<file path="src/rtl/crossing_pkg.sv">
// Shared types and lamp encodings for the level-crossing signal controller.
package crossing_pkg;

  typedef enum logic [1:0] {GREEN, RED, YELLOW, FAULT} state_t;

  // Lamp vectors are ordered {green, yellow, red}.
  localparam logic [2:0] LAMP_GREEN  = 3'b100;
  localparam logic [2:0] LAMP_YELLOW = 3'b010;
  localparam logic [2:0] LAMP_RED    = 3'b001;

endpackage

</file>
<file path="src/rtl/crossing_timer.sv">
// Loadable down-counter: load_i sets it to MAX, dec_i counts down and holds at zero.
module crossing_timer #(
  parameter int unsigned MAX = 1
) (
  input  logic clk_i,
  input  logic rst_i,
  input  logic load_i,
  input  logic dec_i,
  output logic zero_o
);

  localparam int unsigned W = $clog2(MAX + 1) + 1;

  logic [W-1:0] cnt_q, cnt_d;

  always_comb begin
    cnt_d = cnt_q;
    if (load_i) begin
      cnt_d = W'(MAX);
    end else if (dec_i && (cnt_q != '0)) begin
      cnt_d = cnt_q - W'(1);
    end
  end

  always_ff @(posedge clk_i or posedge rst_i) begin
    if (rst_i) begin
      cnt_q <= '0;
    end else begin
      cnt_q <= cnt_d;
    end
  end

  assign zero_o = (cnt_q == '0);

endmodule

</file>
<file path="src/rtl/crossing_ctrl.sv">
// Multi-track level-crossing controller: Moore lamp FSM with yellow clearance,
// passage counting and a stuck-sensor fault mode with flashing red.
module crossing_ctrl #(
  parameter int unsigned NUM_TRACKS     = 2,
  parameter int unsigned YELLOW_CYCLES  = 3,
  parameter int unsigned TIMEOUT_CYCLES = 8,
  parameter int unsigned FLASH_CYCLES   = 2,
  parameter int unsigned CNT_W          = 16
) (
  input  logic                  clk_i,
  input  logic                  rst_i,
  input  logic [NUM_TRACKS-1:0] train_i,
  input  logic                  clear_fault_i,
  output logic                  green_o,
  output logic                  yellow_o,
  output logic                  red_o,
  output logic                  fault_o,
  output logic [CNT_W-1:0]      pass_count_o
);

  import crossing_pkg::*;

  localparam int unsigned StuckW = $clog2(TIMEOUT_CYCLES) + 1;
  localparam logic [StuckW-1:0] StuckLast = StuckW'(TIMEOUT_CYCLES - 1);

  state_t             state_q, state_d;
  logic [StuckW-1:0]  stuck_q, stuck_d;
  logic [CNT_W-1:0]   pass_q, pass_d;
  logic               flash_q, flash_d;
  logic               yel_load, yel_dec, yel_zero;
  logic               fl_load, fl_dec, fl_zero;
  logic               any_train;
  logic [2:0]         lamps;

  assign any_train = |train_i;

  crossing_timer #(
    .MAX (YELLOW_CYCLES - 1)
  ) u_yellow_timer (
    .clk_i  (clk_i),
    .rst_i  (rst_i),
    .load_i (yel_load),
    .dec_i  (yel_dec),
    .zero_o (yel_zero)
  );

  crossing_timer #(
    .MAX (FLASH_CYCLES - 1)
  ) u_flash_timer (
    .clk_i  (clk_i),
    .rst_i  (rst_i),
    .load_i (fl_load),
    .dec_i  (fl_dec),
    .zero_o (fl_zero)
  );

  always_comb begin
    state_d  = state_q;
    stuck_d  = stuck_q;
    pass_d   = pass_q;
    flash_d  = flash_q;
    yel_load = 1'b0;
    yel_dec  = 1'b0;
    fl_load  = 1'b0;
    fl_dec   = 1'b0;
    case (state_q)
      GREEN: begin
        if (any_train) begin
          state_d = RED;
          stuck_d = '0;
        end
      end
      RED: begin
        if (!any_train) begin
          state_d  = YELLOW;
          yel_load = 1'b1;
          pass_d   = pass_q + CNT_W'(1);
        end else if (stuck_q == StuckLast) begin
          state_d = FAULT;
          fl_load = 1'b1;
          flash_d = 1'b1;
        end else begin
          stuck_d = stuck_q + StuckW'(1);
        end
      end
      YELLOW: begin
        // A re-arrival wins over an expiring clearance timer.
        if (any_train) begin
          state_d = RED;
          stuck_d = '0;
        end else if (yel_zero) begin
          state_d = GREEN;
        end else begin
          yel_dec = 1'b1;
        end
      end
      FAULT: begin
        if (clear_fault_i && !any_train) begin
          state_d = RED;
          stuck_d = '0;
        end else if (fl_zero) begin
          flash_d = ~flash_q;
          fl_load = 1'b1;
        end else begin
          fl_dec = 1'b1;
        end
      end
      default: state_d = GREEN;
    endcase
  end

  always_ff @(posedge clk_i or posedge rst_i) begin
    if (rst_i) begin
      state_q <= GREEN;
      stuck_q <= '0;
      pass_q  <= '0;
      flash_q <= 1'b1;
    end else begin
      state_q <= state_d;
      stuck_q <= stuck_d;
      pass_q  <= pass_d;
      flash_q <= flash_d;
    end
  end

  always_comb begin
    lamps = LAMP_GREEN;
    case (state_q)
      GREEN:   lamps = LAMP_GREEN;
      RED:     lamps = LAMP_RED;
      YELLOW:  lamps = LAMP_YELLOW;
      FAULT:   lamps = {2'b00, flash_q};
      default: lamps = LAMP_GREEN;
    endcase
  end

  assign {green_o, yellow_o, red_o} = lamps;
  assign fault_o      = (state_q == FAULT);
  assign pass_count_o = pass_q;

endmodule

</file>
<file path="config.mk">
export PLATFORM = sky130hd
export DESIGN_NAME = crossing_ctrl
export DESIGN_NICKNAME = d
export VERILOG_FILES = /design/src/rtl/crossing_pkg.sv /design/src/rtl/crossing_timer.sv /design/src/rtl/crossing_ctrl.sv
export SDC_FILE = /design/constraint.sdc
export NUM_CORES = 1
export LEC_CHECK = 0
export BUFFER_PORTS_ARGS = -buffer_cell sky130_fd_sc_hd__buf_2
export CORE_UTILIZATION = 59
export DETAILED_ROUTE_END_ITERATION = 12
export HOLD_SLACK_MARGIN = 0.05
export PLACE_DENSITY_LB_ADDON = 0.05
export SLEW_MARGIN = 20
export SYNTH_ARGS = -nofsm -noshare
export SYNTH_HDL_FRONTEND = slang
export SYNTH_SLANG_ARGS = --single-unit
</file>
<file path="constraint.sdc">
create_clock -name clk_i -period 2.65 [get_ports clk_i]
set_input_delay 0.53 -clock clk_i [delete_from_list [all_inputs] [get_ports clk_i]]
set_output_delay 0.53 -clock clk_i [all_outputs]
set_load 0.01 [all_outputs]
</file>
==> results.cfg <==
[outcome]
status = completed

[grt]
grt_util_all_layers_pct = 21.6
overflow = 0
use_met1_pct = 24.5
antenna_found_initial = 0
grtUsageMet3_pct = 3.16
grt_max_degree = 16
grt-busiest-layer = met2
grt_pass1_wl_um = 4440
met2_usage_pct = 40.3
grt_pass1_vias = 1098

[timing]
slew_headroom_pct = 63.4
whs_ns = 0.222
maxSlewViolCount = 0
final.min_clock_period_ns = 2.00
final-hold-violation-count = 0
setup_viol = 0
fmax_mhz = 500
min_period_over_period_pct = 75.5
skew_ns = 0.00664
setup-tns-final_ns = 0
rsz0062_at_grt = no
worst_slew_pin_slew_ns = 0.548

[logic_synthesis]
post-synth-top-area-cell = dfrtp_1
synth_area_leaders = dfrtp_1 (44%), ha_1 (9.0%), xnor2_1 (7.4%)
synth_most_common_cell = dfrtp_1
syn_area_um2 = 1530
synthTopCellsByCount = dfrtp_1 (27), inv_1 (13), xnor2_1 (13), ha_1 (11)
syn_area_per_cell_um2 = 10.8
ys_types = 39
yosys_warnings = 0
async_reset_ff_share_pct = 100
synth_top_area_share_pct = 44.1
ys_seq_area_share_pct = 45.8
synth-main-ff-cell = dfrtp_1
ys_ff_latch = 28
synth_edf_count = 0
syn_inst = 142
synthesis.nets = 158

[routing]
first_pass_iters = 4
wl_um = 2670
detail-route-antenna-nets = 0
wl_per_cell_um = 13.3
drt_iter0_drc = 11
drcViolationCount = 0
dr_total_vias = 1149
viasPerCell = 5.75

[finish]
fin_util_pct = 70.0
fin_nets = 187
drive_gt1_share_pct = 24.7
syn_to_final_growth_pct = 12.2
antenna_cells = 0
fill_cells = 192

[cts]
cts_num_sinks = 28
holdBufCountCts = 0
cts_max_level = 1
tritoncts = yes
cts_resized = 0
clk_root_buffer_cell = clkbuf_4
cts_made_buffers = 3
clock_latency_ns = 0.32
cts.clk_slew.worst_paths_ns = 0.15
clk_path_buf_depth = 2
post_cts_buffers = 0

[setup_path]
r2r_cells = 6
critical-path-slowest-cell = dfrtp_1
path_common_cell = nand4_1
max_stage_delay_ns = 0.46
crit_path_end_kind = register
startpoint_type = register
cp_max_fo = 10
worstSetupPathType = register to register
cp_data_required_time_ns = 2.87
r2r_slack_ns = 0.65
arrival_ns = 2.22
crit_chain = inv_1 -> ha_1 -> nand4_1 -> nor3_4 -> nand4_1 -> xnor2_1
r2r_end = pass_count_o[11]$_DFFE_PP0P_
r2r_start = state_q[1]$_DFFE_PP0P_

[power]
pwr_density_cell_nw_per_um2 = 861
swShare_pct = 39.4
internal_power_mw = 0.897
power_frac_clock_pct = 12.2
ir_worst_vdd_uv = 633
p_leak_nw = 0.856
pwr-share-seq_pct = 42.9
power_mw = 1.48
combPwrFrac_pct = 44.9
p_sw_mw = 0.583

[placed_design]
dpl.hpwl_um = 2070
gp_congestion = 0.766
numPortBuffers = 24

[die]
num_io_pins = 25
dieWidth_um = 53.0
start_util_pct = 62.4
core.rowCount = 18
dieArea_um2 = 2800
chipHeight_um = 53.0
core_area_um2 = 2450

[job]
maxCapViolCount = 0

[hold_path]
hold_path_class = input pin to async pin
[kinds of logic after synthesis]
group           after synthesis  share of synthesized area [%]
mux                           5                           3.84
simple gates                 45                           18.1
fa+ha+maj                    11                           8.99
compound gates               24                           11.1
buf+inv                      14                           3.51
xor+xnor                     15                           8.58
flops                        28                           45.8
[critical path: cells and delay by family (launching register included)]
| family | cells | cell delay, ns |
|---|---|---|
| buffers and inverters | 1 | 0.14 |
| and+or+nand+nor | 3 | 0.76 |
| xor gates and xnor gates | 1 | 0.15 |
| DFF | 1 | 0.46 |
| adders and majority gates | 1 | 0.39 |
[state kept, by name (all words and copies together), names as in the netlist]
register,flops
pass_count_o,16
stuck_q,4
u_yellow_timer.cnt_q,3
state_q,2
u_flash_timer.cnt_q,2
flash_q,1
[worst max path at each step]
stage	start	end	slack (ns)	cells after the start
after global routing	state_q[1]$_DFFE_PP0P_	pass_count_o[15]$_DFFE_PP0P_	0.45	6
after global placement	state_q[1]$_DFFE_PP0P_	pass_count_o[15]$_DFFE_PP0P_	0.71	6
after floorplan	state_q[0]$_DFFE_PP0P_	stuck_q[0]$_DFFE_PP0P_	0.95	6
final	state_q[1]$_DFFE_PP0P_	pass_count_o[11]$_DFFE_PP0P_	0.65	6
after CTS	state_q[1]$_DFFE_PP0P_	pass_count_o[15]$_DFFE_PP0P_	0.61	6
after detailed placement	state_q[1]$_DFFE_PP0P_	pass_count_o[15]$_DFFE_PP0P_	0.63	6
[through the flow]
step	std cells	instance area [um2]	worst slack [ns]
after floorplan	142	1530	0.949
after global placement	196	1690	0.712
after detailed placement	196	1690	0.634
after CTS	200	1720	0.612
after global routing	200	1720	0.451
final	200	1720	0.650
[per-layer routing]
layer	routed length, um	up-vias
met3	63	2
li1	-	562
met1	1190	565
met5	0	-
met2	1400	20
met4	19	0
[power by group through the flow]
stage	logic, mW	registers (mW)	clock network, mW
6_report	0.665	0.634	0.180
5_1_grt	0.751	0.651	0.207
4_1_cts	0.672	0.636	0.189
3_5_place_dp	0.666	0.644	0
3_3_place_gp	0.643	0.637	0
2_1_floorplan	0.498	0.641	0
[layout by cell type, fill, tap and decap left out, types with 3 or more instances in the layout]
cell type  netlist  routed
buf_2            1      24
clkbuf_4         0       3
dfrtp_1         27      27
ha_1            11      11
inv_1           13      13
mux2_2           3       3
nand2_1          9       9
nand3_1          9       9
nand3b_1         3       3
nand4_1          4       4
nor2_1           4       4
o21ai_0          9       9
xnor2_1         13      13
[layout make-up]
class / count / area (um2) / area share [%]
Multi-Input combinational cell: 100 / 776 / 45.2
Sequential cell: 28 / 702 / 40.9
Timing Repair Buffer: 25 / 128 / 7.43
Inverter: 13 / 48.8 / 2.84
Tap cell: 30 / 37.5 / 2.18
Clock buffer: 4 / 26.3 / 1.53
(Power assumes the default switching activity.)
